`src/rtl/mbist_march_ctrl.sv`:
```
// March C- memory BIST sequencer for a single-port RAM with a 1-cycle read.
// Owns the memory while running, records the first mismatch, then hands the memory back.
module mbist_march_ctrl #(
   parameter int addr = 3,
   parameter int data = 8
) (
   input  logic            clk,
   input  logic            rst,
   input  logic            start,
   input  logic [data-1:0] mem_dout,
   output logic            test_mode,
   output logic            mbist_rd,
   output logic            mbist_wr,
   output logic [addr-1:0] mbist_addr,
   output logic [data-1:0] mbist_din,
   output logic            busy,
   output logic            done,
   output logic            fail,
   output logic [addr-1:0] fail_addr,
   output logic [2:0]      fail_element
);

   typedef enum logic [2:0] {
      IDLE, WR0, RD, WR, RDF, CMPF, DONE
   } state_t;

   localparam logic [addr-1:0] top_a = '1;

   state_t          state_q, state_d;
   logic [addr-1:0] a_q, a_d;
   logic [2:0]      el_q, el_d;
   logic            fail_q, fail_d;
   logic [addr-1:0] fa_q, fa_d;
   logic [2:0]      fe_q, fe_d;
   logic [data-1:0] din_q;
   logic [data-1:0] wdata;
   logic [data-1:0] rd_exp;
   logic [data-1:0] wr_bg;
   logic            mism;
   logic            last;
   logic            up;

   always_ff @(posedge clk or posedge rst) begin
      if (rst) begin
         state_q <= IDLE;
         a_q     <= '0;
         el_q    <= '0;
         fail_q  <= 1'b0;
         fa_q    <= '0;
         fe_q    <= '0;
         din_q   <= '0;
      end else begin
         state_q <= state_d;
         a_q     <= a_d;
         el_q    <= el_d;
         fail_q  <= fail_d;
         fa_q    <= fa_d;
         fe_q    <= fe_d;
         din_q   <= mbist_din;
      end
   end

   // E2/E4 read back ones; odd elements write ones.
   assign rd_exp = (el_q == 3'd2 || el_q == 3'd4) ? '1 : '0;
   assign wr_bg  = el_q[0] ? '1 : '0;
   assign up     = (el_q < 3'd3);
   assign last   = up ? (a_q == top_a) : (a_q == '0);

   always_comb begin
      state_d   = state_q;
      a_d       = a_q;
      el_d      = el_q;
      fail_d    = fail_q;
      fa_d      = fa_q;
      fe_d      = fe_q;
      test_mode = 1'b0;
      busy      = 1'b0;
      done      = 1'b0;
      mbist_rd  = 1'b0;
      mbist_wr  = 1'b0;
      wdata     = '0;
      mism      = 1'b0;
      unique case (state_q)
         IDLE, DONE: begin
            done = (state_q == DONE);
            if (start) begin
               state_d = WR0;
               a_d     = '0;
               el_d    = '0;
               fail_d  = 1'b0;
               fa_d    = '0;
               fe_d    = '0;
            end
         end
         WR0: begin
            test_mode = 1'b1;
            busy      = 1'b1;
            mbist_wr  = 1'b1;
            if (a_q == top_a) begin
               state_d = RD;
               el_d    = 3'd1;
               a_d     = '0;
            end else begin
               a_d = a_q + 1'b1;
            end
         end
         RD: begin
            test_mode = 1'b1;
            busy      = 1'b1;
            mbist_rd  = 1'b1;
            state_d   = WR;
         end
         WR: begin
            test_mode = 1'b1;
            busy      = 1'b1;
            mbist_wr  = 1'b1;
            wdata     = wr_bg;
            mism      = (mem_dout != rd_exp);
            state_d   = RD;
            if (last) begin
               unique case (el_q)
                  3'd1: begin
                     el_d = 3'd2;
                     a_d  = '0;
                  end
                  3'd2, 3'd3: begin
                     el_d = el_q + 3'd1;
                     a_d  = top_a;
                  end
                  default: begin
                     state_d = RDF;
                     el_d    = 3'd5;
                     a_d     = top_a;
                  end
               endcase
            end else if (up) begin
               a_d = a_q + 1'b1;
            end else begin
               a_d = a_q - 1'b1;
            end
         end
         RDF: begin
            test_mode = 1'b1;
            busy      = 1'b1;
            mbist_rd  = 1'b1;
            state_d   = CMPF;
         end
         CMPF: begin
            test_mode = 1'b1;
            busy      = 1'b1;
            mism      = (mem_dout != '0);
            if (a_q == '0) begin
               state_d = DONE;
            end else begin
               state_d = RDF;
               a_d     = a_q - 1'b1;
            end
         end
         default: state_d = IDLE;
      endcase
      if (mism && !fail_q) begin
         fail_d = 1'b1;
         fa_d   = a_q;
         fe_d   = el_q;
      end
   end

   // Write data is only driven in write cycles; otherwise it holds.
   assign mbist_din    = mbist_wr ? wdata : din_q;
   assign mbist_addr   = a_q;
   assign fail         = fail_q;
   assign fail_addr    = fa_q;
   assign fail_element = fe_q;

endmodule

```
`config.mk`:
```
export PLATFORM = sky130hd
export DESIGN_NAME = mbist_march_ctrl
export DESIGN_NICKNAME = d
export VERILOG_FILES = /design/src/rtl/mbist_march_ctrl.sv
export SDC_FILE = /design/constraint.sdc
export NUM_CORES = 1
export LEC_CHECK = 0
export CORE_MARGIN = 2
export CORE_UTILIZATION = 35
export DETAILED_ROUTE_END_ITERATION = 6
export HOLD_SLACK_MARGIN = 0.08
export SYNTH_ARGS = -nofsm -noshare
export SYNTH_HDL_FRONTEND = slang
export SYNTH_SLANG_ARGS = --single-unit
```
`constraint.sdc`:
```
create_clock -name clk -period 2.7 [get_ports clk]
set_input_delay 0.405 -clock clk [delete_from_list [all_inputs] [get_ports clk]]
set_output_delay 0.405 -clock clk [all_outputs]
set_load 0.05 [all_outputs]
```
After elaboration in Yosys (flattened, before gate mapping)
Index checks and enable logic that the tools add are counted.
{ "totals": {"input_bits": 11, "wordCells": 80, "ff_bits": 24, "output_inout_bits": 23} }
{ "classes": {"n_eq_ne": 16, "addsub": 3, "n_reduce_logical": 20, "n_mux": 33, "magnitude_cmp": 1} }
{ "ops": {"columns": ["operator", "n"], "rows": [
  ["$mux W3", 15],
  ["$mux W8", 4],
  ["$pmux W3 S6", 1],
  ["$eq A3 B3 Y1 const B", 5],
  ["$eq A3 B2 Y1 const B", 4],
  ["$pmux W3 S4", 1],
  ["$pmux W3 S3", 1],
  ["$mux W1", 8],
  ["$ne A2 B2 Y1 const B", 4],
  ["$ne A8 B8 Y1", 1],
  ["$reduce_bool A8 Y1", 1],
  ["$reduce_or A2 Y1", 4],
  ["$add A3 B1 Y3 const B", 2],
  ["$eq A3 B1 Y1 const B", 2],
  ["$logic_not A3 Y1", 2],
  ["$pmux W3 S2", 1],
  ["$reduce_or A5 Y1", 1],
  ["$reduce_and A2 Y1", 2],
  ["$reduce_and A4 Y1", 1],
  ["$reduce_bool A2 Y1", 2],
  ["$reduce_bool A4 Y1", 1],
  ["$lt A3 B2 Y1 const B", 1],
  ["$reduce_and A3 Y1", 1],
  ["$reduce_bool A3 Y1", 1],
  ["other kinds (7)", 7]
]} }

Depth between registers and ports, before layout
Gate-level depths: netlist of the first run.
{ "depth": {"word_depth": 8, "mapped_depth": 7, "ltp_nobuf": 6} }

Worst setup path after synthesis of the first run
OpenSTA, ideal clock, no wires.
{ "synth_path": {"path_type": "flip-flop to output port", "startpoint": "register state_q[0]", "endpoint": "output port test_mode", "setup_slack_ns": 0.368, "stages_incl_launch_ff": 6, "t_arrival_ns": 1.927, "required_time_ns": 2.295, "n_path_buf": 3, "cell_sequence": "dfrtp_1 -> buf_2 -> clkbuf_1 -> nor3_1 -> a21oi_1 -> buf_4"} }
{ "synth_between": {"elab_chain_cells": 3, "word_cells_on_any_way": 7, "classes_between": "eq/ne: 5; mux: 1; reduce/logical: 1"} }
{ "synth_lines": {"columns": ["element", "line", "text"], "rows": [
  ["start, declared", "29", "state_t state_q, state_d;"],
  ["start signal, assigned", "53", "state_q <= state_d;"],
  ["$eq A3 B3 Y1, or another cell as far along", null, null],
  ["$reduce_or A5 Y1 (no source line) *", null, null],
  ["$mux W1 *", null, null],
  ["end, declared", "11", "output logic test_mode,"]
]} }
Every way passes the cells marked *; elsewhere a longest branch is shown, timed or not.

Worst setup path after layout of the first run
{ "layout_path": {"startpoint": "register state_q[2]", "endpoint": "output port done"} }
{ "layout_between": {"elab_chain_cells": 3, "word_cells_on_any_way": 4, "classes_between": "eq/ne: 1; mux: 1; reduce/logical: 2"} }
{ "layout_lines": {"columns": ["element", "line", "text"], "rows": [
  ["$eq A3 B3 Y1 / $logic_not A3 Y1 (equally long branches)", "83, 85", null],
  ["$reduce_or A2 Y1", "83", "unique case (state_q)"],
  ["$mux W1 *", "83", null],
  ["end, declared", "17", "output logic done,"]
]} }
Marked as above.

==> impl_metrics.yaml, run 1 <==
placement:
  portBuffers: 33
  gp_congestion: 0.834
  hpwlAfterDp_um: 2760
  place_ws_ns: 0.470
timing:
  worst_slew_pin_slew_ns: 0.525
  setup_viol: 0
  relSlewSlack: 0.650
  fin_crit_sh: 0.943
  hold_violations: 0
  hold_ws_ns: 0.461
  fin_tns_setup_ns: 0
  rsz0062_at_grt: "no"
  fin_crit_ns: 2.55
  timing.final.ws_setup_ns: 0.155
  fmax_ghz: 0.393
  maxSlewViolCount: 0
  fin_skew_ns: 0.00450
worst_setup_path:
  crit_type: "reg2out"
  path_cells: "nand3b_1 > inv_1 > clkdlybuf4s50_1"
  required_ns: 2.30
  worst-path-max-fanout: 18
  startpoint_type: "flip-flop"
  critPathArrivalTime_ns: 2.14
  critPathSlowestCell: "clkdlybuf4s50_1"
  cpPeakStageDelay_ns: 0.82
  endpoint_kind: "output port"
power_and_ir_drop:
  p_leak_nw: 0.952
  powerDensity_mw_per_mm2: 1040
  vdd_drop_max_uv: 324
  p_total_mw: 2.06
synthesis:
  synth_seq_cells: 24
  syn_area_mm2: 0.00159
  synth_top_cells_by_count: "nand2_1, dfrtp_1, inv_1, mux2i_1, ha_1"
  synthCells: 175
  ys_seq_area_frac: 0.378
  avgSynthCellArea_um2: 9.08
  synth_top_area_frac: 0.378
  syn_nets: 195
  ys_warn_count: 0
  ys_types: 44
  async_flop_share: 1.00
  synth_area_leader_cell: "dfrtp_1"
  synth-edff-count: 0
  synth.area.top_cells: "dfrtp_1, nand2_1, ha_1"
  synth_most_common_cell: "nand2_1"
  dominantRegCellSynth: "dfrtp_1"
clocking:
  cts_resized: 0
  cts_hold_buf: 0
  post_cts_buffers: 0
  cts_root_buf: "clkbuf_8"
  cts.sinks: 24
  clk_pin_slew_ns: 0.09
  clkLatencyLatePin_ns: 0.27
  cts_tree: "yes"
  clock_path_buffers: 2
  htree_levels: 1
  numCtsBuffers: 3
drt:
  routed_wl_um: 3700
  drc: 0
  ant_nets: 0
  wl_per_cell_um: 14.5
  initialDrtViolationCount: 42
  vias_per_cell: 5.50
  vias: 1403
  dr.pass1.iters: 4
floorplan:
  pin_count: 34
  core_mm2: 0.00435
  die_h_um: 71.4
  initial_utilization: 0.365
  die_area_mm2: 0.00510
  die_w_um: 71.4
  placementRows: 24
global_routing:
  grt_overflow: 0
  grt_pass1_wl_um: 6290
  grt_use_total: 0.154
  grt_pass1_vias: 1317
  grt_max_degree: 25
  grt_antenna_before_repair: 0
final_layout:
  antennaDiodeCount: 0
  fill_cells: 417
  final_layout_size_suffix_gt1_frac: 0.0887
  final_nets: 224
  area_growth_pct: 24.4
flow_run:
  drv_cap: 0
worst_hold_path:
  hold_class: "in2async"
outcome:
  status: "finished clean"
==> critical path: cells and delay by family, from the launching register on <==
kind | cells | cell delay [ns]
simple gates | 1 | 0.21
flops | 1 | 0.68
buf+inv | 2 | 0.97
==> through the flow <==
step                 util  area [µm²]  cells
CTS                 0.454        1980    255
floorplan               -        1590    175
global route        0.454        1980    255
detailed placement  0.438        1910    251
finish              0.454        1980    255
global placement    0.438        1910    251
==> placed cells by master (no fill, tap or decap), types with 3 or more instances in the layout <==
cell / instances
a211oi_1: 3
a21oi_1: 4
a22oi_1: 3
a31oi_1: 3
and3b_1: 3
buf_4: 10
clkbuf_8: 3
clkdlybuf4s50_1: 25
dfrtp_1: 24
ha_1: 9
inv_1: 13
mux2i_1: 10
nand2_1: 33
nand2b_1: 3
nand4_1: 4
nor2_1: 5
nor2b_1: 4
nor3_1: 4
o211ai_1: 5
o21ai_0: 5
o32ai_1: 4
==> flip-flops by register name, summed over array words and instances (netlist names) <==
register and flops:
state_q 3, fail_element 3, fail_addr 3, el_q 3
din_q 8, fail 1, mbist_addr 3
==> kinds of logic after synthesis <==
kind of cell / synth area share
muxes: 0.0701
and+or+nand+nor: 0.210
xor gates and xnor gates: 0.0110
buffers and inverters: 0.0772
adders and majority gates: 0.0709
AOI/OAI and AO/OA: 0.183
DFF: 0.378
==> path summary, 6_finish.rpt <==
check,endpoint,slack (ns),from,depth (start not counted)
worst max-delay path,done,0.15,state_q[2],3
min in group clk,din_q[1],0.48,din_q[1],2
worst min-delay path,state_q[2],0.46,rst,3
worst min register to register,din_q[1],0.48,din_q[1],2
max in group asynchronous,fail,2.00,rst,3
worst max register to register,el_q[0],0.62,mbist_addr[2],5
==> final cells by class <==
class	instances	area (µm²)	share of cell area
clock buffers	3	41.3	0.0209
clock inverters	1	30.0	0.0152
inverters	13	48.8	0.0247
multi-input cells	127	866	0.438
flip-flops and latches	24	601	0.304
well taps	52	65.1	0.0329
repair buffers	35	325	0.165
==> where the power goes <==
group	total [mW]	switching [mW]	internal, mW
Combinational	1.15	0.715	0.438
Sequential	0.589	0.141	0.448
Clock	0.322	0.123	0.199
==> metal layers <==
| layer | share of wire | global-route usage | wire length (µm) |
|---|---|---|---|
| met1 | 0.46 | 0.209 | 1710 |
| met2 | 0.46 | 0.247 | 1700 |
| met3 | 0.065 | 0.0267 | 241 |
| met4 | 0.013 | 0.0587 | 48 |
| met5 | 0 | 0 | 0 |
Note: power is estimated with default switching activity, not from simulation.
==> inputs of run 2 (changes only) <==
--- a/constraint.sdc
+++ b/constraint.sdc
@@ -3,2 +3,2 @@
 set_output_delay 0.405 -clock clk [all_outputs]
-set_load 0.05 [all_outputs]
+set_load 0.02 [all_outputs]
==> run 2 against run 1 <==
Net effect: fmax is 4.4% higher; cell count grew 0.78%; non-clock buffer count increased by 2; largest cell class unchanged; hold slack improved by 0.013 ns; global-route usage shrank 0.18 points; die area unchanged; register-to-register slack gained 0.02 ns; via count shrank 1.4%; clock skew down 0.0019 ns; flip-flop and latch count is the same; total power fell by 9.6%; critical path depth rose by 1; largest power group unchanged; critical endpoint is now mbist_din[2].
==> impl_metrics.yaml, run 2 (synthesized netlist as in run 1, its figures left out) <==
final_layout:
  area_growth_pct: 26.6
  largest_reg_flops: 8
  top_register: "din_q"
  utilization: 0.462
  final_cell_mix: "nand2_1, clkdlybuf4s50_1, dfrtp_1, inv_1, mux2i_1"
  final_layout_size_suffix_gt1_frac: 0.0585
  final_nets: 226
  antennaDiodeCount: 0
  fill_cells: 414
timing:
  setup_viol: 0
  relSlewSlack: 0.690
  hold_violations: 0
  fin_skew_ns: 0.00260
  fmax_ghz: 0.410
  maxSlewViolCount: 0
  fin_tns_setup_ns: 0
  fin_crit_sh: 0.903
  timing.final.ws_setup_ns: 0.262
  fin_crit_ns: 2.44
  rsz0062_at_grt: "no"
  worst_slew_pin_slew_ns: 0.464
floorplan:
  die_area_mm2: 0.00510
  die_h_um: 71.4
  placementRows: 24
  initial_utilization: 0.365
  core_mm2: 0.00435
  pin_count: 34
  die_w_um: 71.4
placement:
  portBuffers: 33
  gp_congestion: 0.821
  hpwlAfterDp_um: 2760
  place_ws_ns: 0.551
global_routing:
  grt_pass1_vias: 1360
  grt_antenna_before_repair: 0
  grt_overflow: 0
  grt_max_degree: 25
  grt_use_total: 0.152
  grt_pass1_wl_um: 6330
outcome:
  status: "finished clean"
clocking:
  clkLatencyLatePin_ns: 0.27
  clock_path_buffers: 2
  htree_levels: 1
  cts_root_buf: "clkbuf_8"
  cts_tree: "yes"
  cts.sinks: 24
  cts_resized: 0
  cts_hold_buf: 0
  post_cts_buffers: 0
  clk_pin_slew_ns: 0.09
  numCtsBuffers: 3
worst_setup_path:
  endpoint_kind: "output port"
  startpoint_type: "flip-flop"
  required_ns: 2.30
  crit_type: "reg2out"
  critPathArrivalTime_ns: 2.03
  worst-path-max-fanout: 13
drt:
  initialDrtViolationCount: 58
  ant_nets: 0
  routed_wl_um: 3680
  vias: 1383
  wl_per_cell_um: 14.3
  dr.pass1.iters: 4
  drc: 0
  vias_per_cell: 5.38
worst_hold_path:
  hold_class: "in2async"
power_and_ir_drop:
  p_total_mw: 1.87
  p_leak_nw: 0.946
  powerDensity_mw_per_mm2: 928
  vdd_drop_max_uv: 334
flow_run:
  drv_cap: 0
[run 2: metrics by stage]
stage / cell area (µm²) / instances / hold slack [ns]
floorplan: 1590 / 175 / 0.420
global placement: 1940 / 253 / 0.455
detailed placement: 1940 / 253 / 0.458
CTS: 2010 / 257 / 0.481
global route: 2010 / 257 / 0.503
finish: 2010 / 257 / 0.474
[run 2: critical path, stage by stage (launching register included)]
cell	delay [ns]
dfrtp_1	0.58
and3b_1	0.24
nand2_1	0.19
nand2_1	0.14
clkdlybuf4s50_1	0.61
[run 2: layer usage]
metal / global-route usage / share of wire / up-vias
met2: 0.247 / 0.46 / 45
met1: 0.217 / 0.48 / 647
met4: 0.0377 / 0.0057 / 0
met3: 0.0197 / 0.052 / 4
li1: - / - / 687
met5: 0 / 0 / -
[run 2: layout make-up]
cell class	count	area (µm²)	share of cell area
Clock inverter	1	30.0	0.0149
Multi-Input combinational cell	127	866	0.430
Clock buffer	3	41.3	0.0205
Timing Repair Buffer	37	360	0.179
Tap cell	52	65.1	0.0323
Inverter	13	48.8	0.0243
Sequential cell	24	601	0.299
[run 2: worst paths after layout]
kind,from,endpoint,slack (ns),cells past startpoint
max,state_q[1],mbist_din[2],0.26,4
min,rst,din_q[4],0.47,3
max reg2reg,mbist_addr[2],el_q[0],0.64,5
min reg2reg,din_q[0],din_q[0],0.48,2
max in group asynchronous,rst,mbist_addr[0],1.99,3
min in group clk,din_q[0],din_q[0],0.48,2
[run 2: power breakdown]
part	switching (mW)	leakage [nW]	internal, mW	total, mW
clock network	0.118	0.0357	0.198	0.317
registers	0.124	0.322	0.448	0.572
logic	0.531	0.588	0.447	0.978
total	0.773	0.946	1.09	1.87
==> inputs of run 3 (changes only) <==
CORE_MARGIN = 3   (was 2)
GPL_TIMING_DRIVEN = 1   (was default)
==> run 3 against run 2 <==
Net effect: first-iteration DRC count is 14% lower; register-to-register slack worse by 0.05 ns; hold slack gained 0.0040 ns; non-clock buffer count unchanged; via count fell by 0.14%; combinational power grew 4%; largest cell class unchanged; sequential power fell by 3%; total power rose by 1.1%; core utilization up 1.6 points; fmax down 3.5%.
==> impl_metrics.yaml, run 3 (synthesized netlist as in run 1, its figures left out) <==
outcome:
  status: "finished clean"
power_and_ir_drop:
  vdd_drop_max_uv: 358
  p_int_mw: 1.10
  comb_power_share: 0.538
  p_clk_frac: 0.168
  p_leak_nw: 0.946
  powerDensity_mw_per_mm2: 940
  p_total_mw: 1.89
  switchingPower_mw: 0.790
  seqPwrFrac: 0.294
  switching_share: 0.418
timing:
  hold_violations: 0
  worst_slew_pin_slew_ns: 0.502
  fin_crit_sh: 0.936
  fin_crit_ns: 2.53
  timing.final.ws_setup_ns: 0.174
  relSlewSlack: 0.662
  rsz0062_at_grt: "no"
  fin_skew_ns: 0.00304
  fin_tns_setup_ns: 0
  maxSlewViolCount: 0
  fmax_ghz: 0.396
  setup_viol: 0
drt:
  dr.pass1.iters: 4
  ant_nets: 0
  routed_wl_um: 3820
  wl_per_cell_um: 15.0
  vias_per_cell: 5.42
  drc: 0
  initialDrtViolationCount: 50
  vias: 1381
floorplan:
  die_area_mm2: 0.00538
  placementRows: 23
  die_w_um: 73.4
  die_h_um: 73.4
  pin_count: 34
  initial_utilization: 0.378
  core_mm2: 0.00420
global_routing:
  grtUsageMet1: 0.191
  grt_antenna_before_repair: 0
  grt_use_total: 0.147
  busiest_layer: "met2"
  grt_pass1_vias: 1363
  grt_overflow: 0
  met2_usage: 0.241
  grt.met3_usage: 0.0260
  grt_pass1_wl_um: 6210
  grt_max_degree: 25
placement:
  dp.cells: 251
  place_ws_ns: 0.474
  portBuffers: 33
  hpwlAfterDp_um: 2860
  gp_congestion: 0.916
worst_setup_path:
  worst-path-max-fanout: 9
  r2r_setup_slack_ns: 0.59
  critPathArrivalTime_ns: 2.12
  endpoint_kind: "output port"
  crit_type: "reg2out"
  r2r-end: "el_q[0]"
  cp-endpoint: "mbist_din[6]"
  ff2ff_path_depth: 5
  crit_start: "state_q[2]"
  required_ns: 2.30
  r2r-start: "mbist_addr[2]"
  startpoint_type: "flip-flop"
final_layout:
  top_register: "din_q"
  final_cells: 255
  antennaDiodeCount: 0
  largest_reg_flops: 8
  area_growth_pct: 26.5
  final_cell_mix: "nand2_1, clkdlybuf4s50_1, dfrtp_1, inv_1, mux2i_1"
  utilization: 0.478
  final_nets: 226
  final_layout_size_suffix_gt1_frac: 0.0585
clocking:
  numCtsBuffers: 3
  cts_tree: "yes"
  clk_pin_slew_ns: 0.09
  cts_hold_buf: 0
  cts_root_buf: "clkbuf_8"
  clkLatencyLatePin_ns: 0.27
  post_cts_buffers: 0
  htree_levels: 1
  cts_resized: 0
  clock_path_buffers: 2
  cts.sinks: 24
flow_run:
  drv_cap: 0
worst_hold_path:
  hold_class: "in2async"
==> run 3: cell counts in the layout (fill, tap and decap cells not counted) <==
No cell type changed its count.
==> run 3: power groups by stage <==
stage | logic [mW] | registers (mW) | clock network (mW)
after global placement | 0.989 | 0.559 | 0
after CTS | 1.01 | 0.554 | 0.329
final | 1.02 | 0.554 | 0.318
after detailed placement | 1.01 | 0.561 | 0
after global routing | 1.11 | 0.570 | 0.340
after floorplan | 0.658 | 0.576 | 0
==> run 3: final cells by class <==
cell class	instances	area (µm²)
Timing Repair Buffer	37	360
Sequential cell	24	601
Clock buffer	3	41.3
Inverter	13	48.8
Multi-Input combinational cell	127	866
Clock inverter	1	30.0
Tap cell	50	62.6
Fill cell	390	2190
==> run 3: worst max-delay path: stages (launching register included) <==
cell,delay [ns]
dfrtp_1,0.38
and3b_1,0.42
nand2_1,0.26
nand2_1,0.15
clkdlybuf4s50_1,0.63
==> run 3: worst min-delay path by stage <==
stage / to / slack, ns / cells past startpoint
detailed placement: din_q[3] / 0.46 / 2
finish: fail_element[2] / 0.48 / 3
CTS: din_q[3] / 0.48 / 2
global placement: din_q[6] / 0.46 / 2
global route: din_q[5] / 0.52 / 2
floorplan: din_q[0] / 0.42 / 1
==> run 3: stage by stage <==
step | instance area (µm²) | hold slack, ns
2_1_floorplan | 1590 | 0.420
3_3_place_gp | 1940 | 0.458
3_5_place_dp | 1940 | 0.462
4_1_cts | 2010 | 0.484
5_1_grt | 2010 | 0.520
6_report | 2010 | 0.478
==> run 3: per-layer routing <==
| layer | share of wire | up-vias |
|---|---|---|
| met2 | 0.46 | 54 |
| met4 | 0.014 | 0 |
| met1 | 0.45 | 631 |
| li1 | - | 689 |
| met5 | 0 | - |
| met3 | 0.079 | 7 |
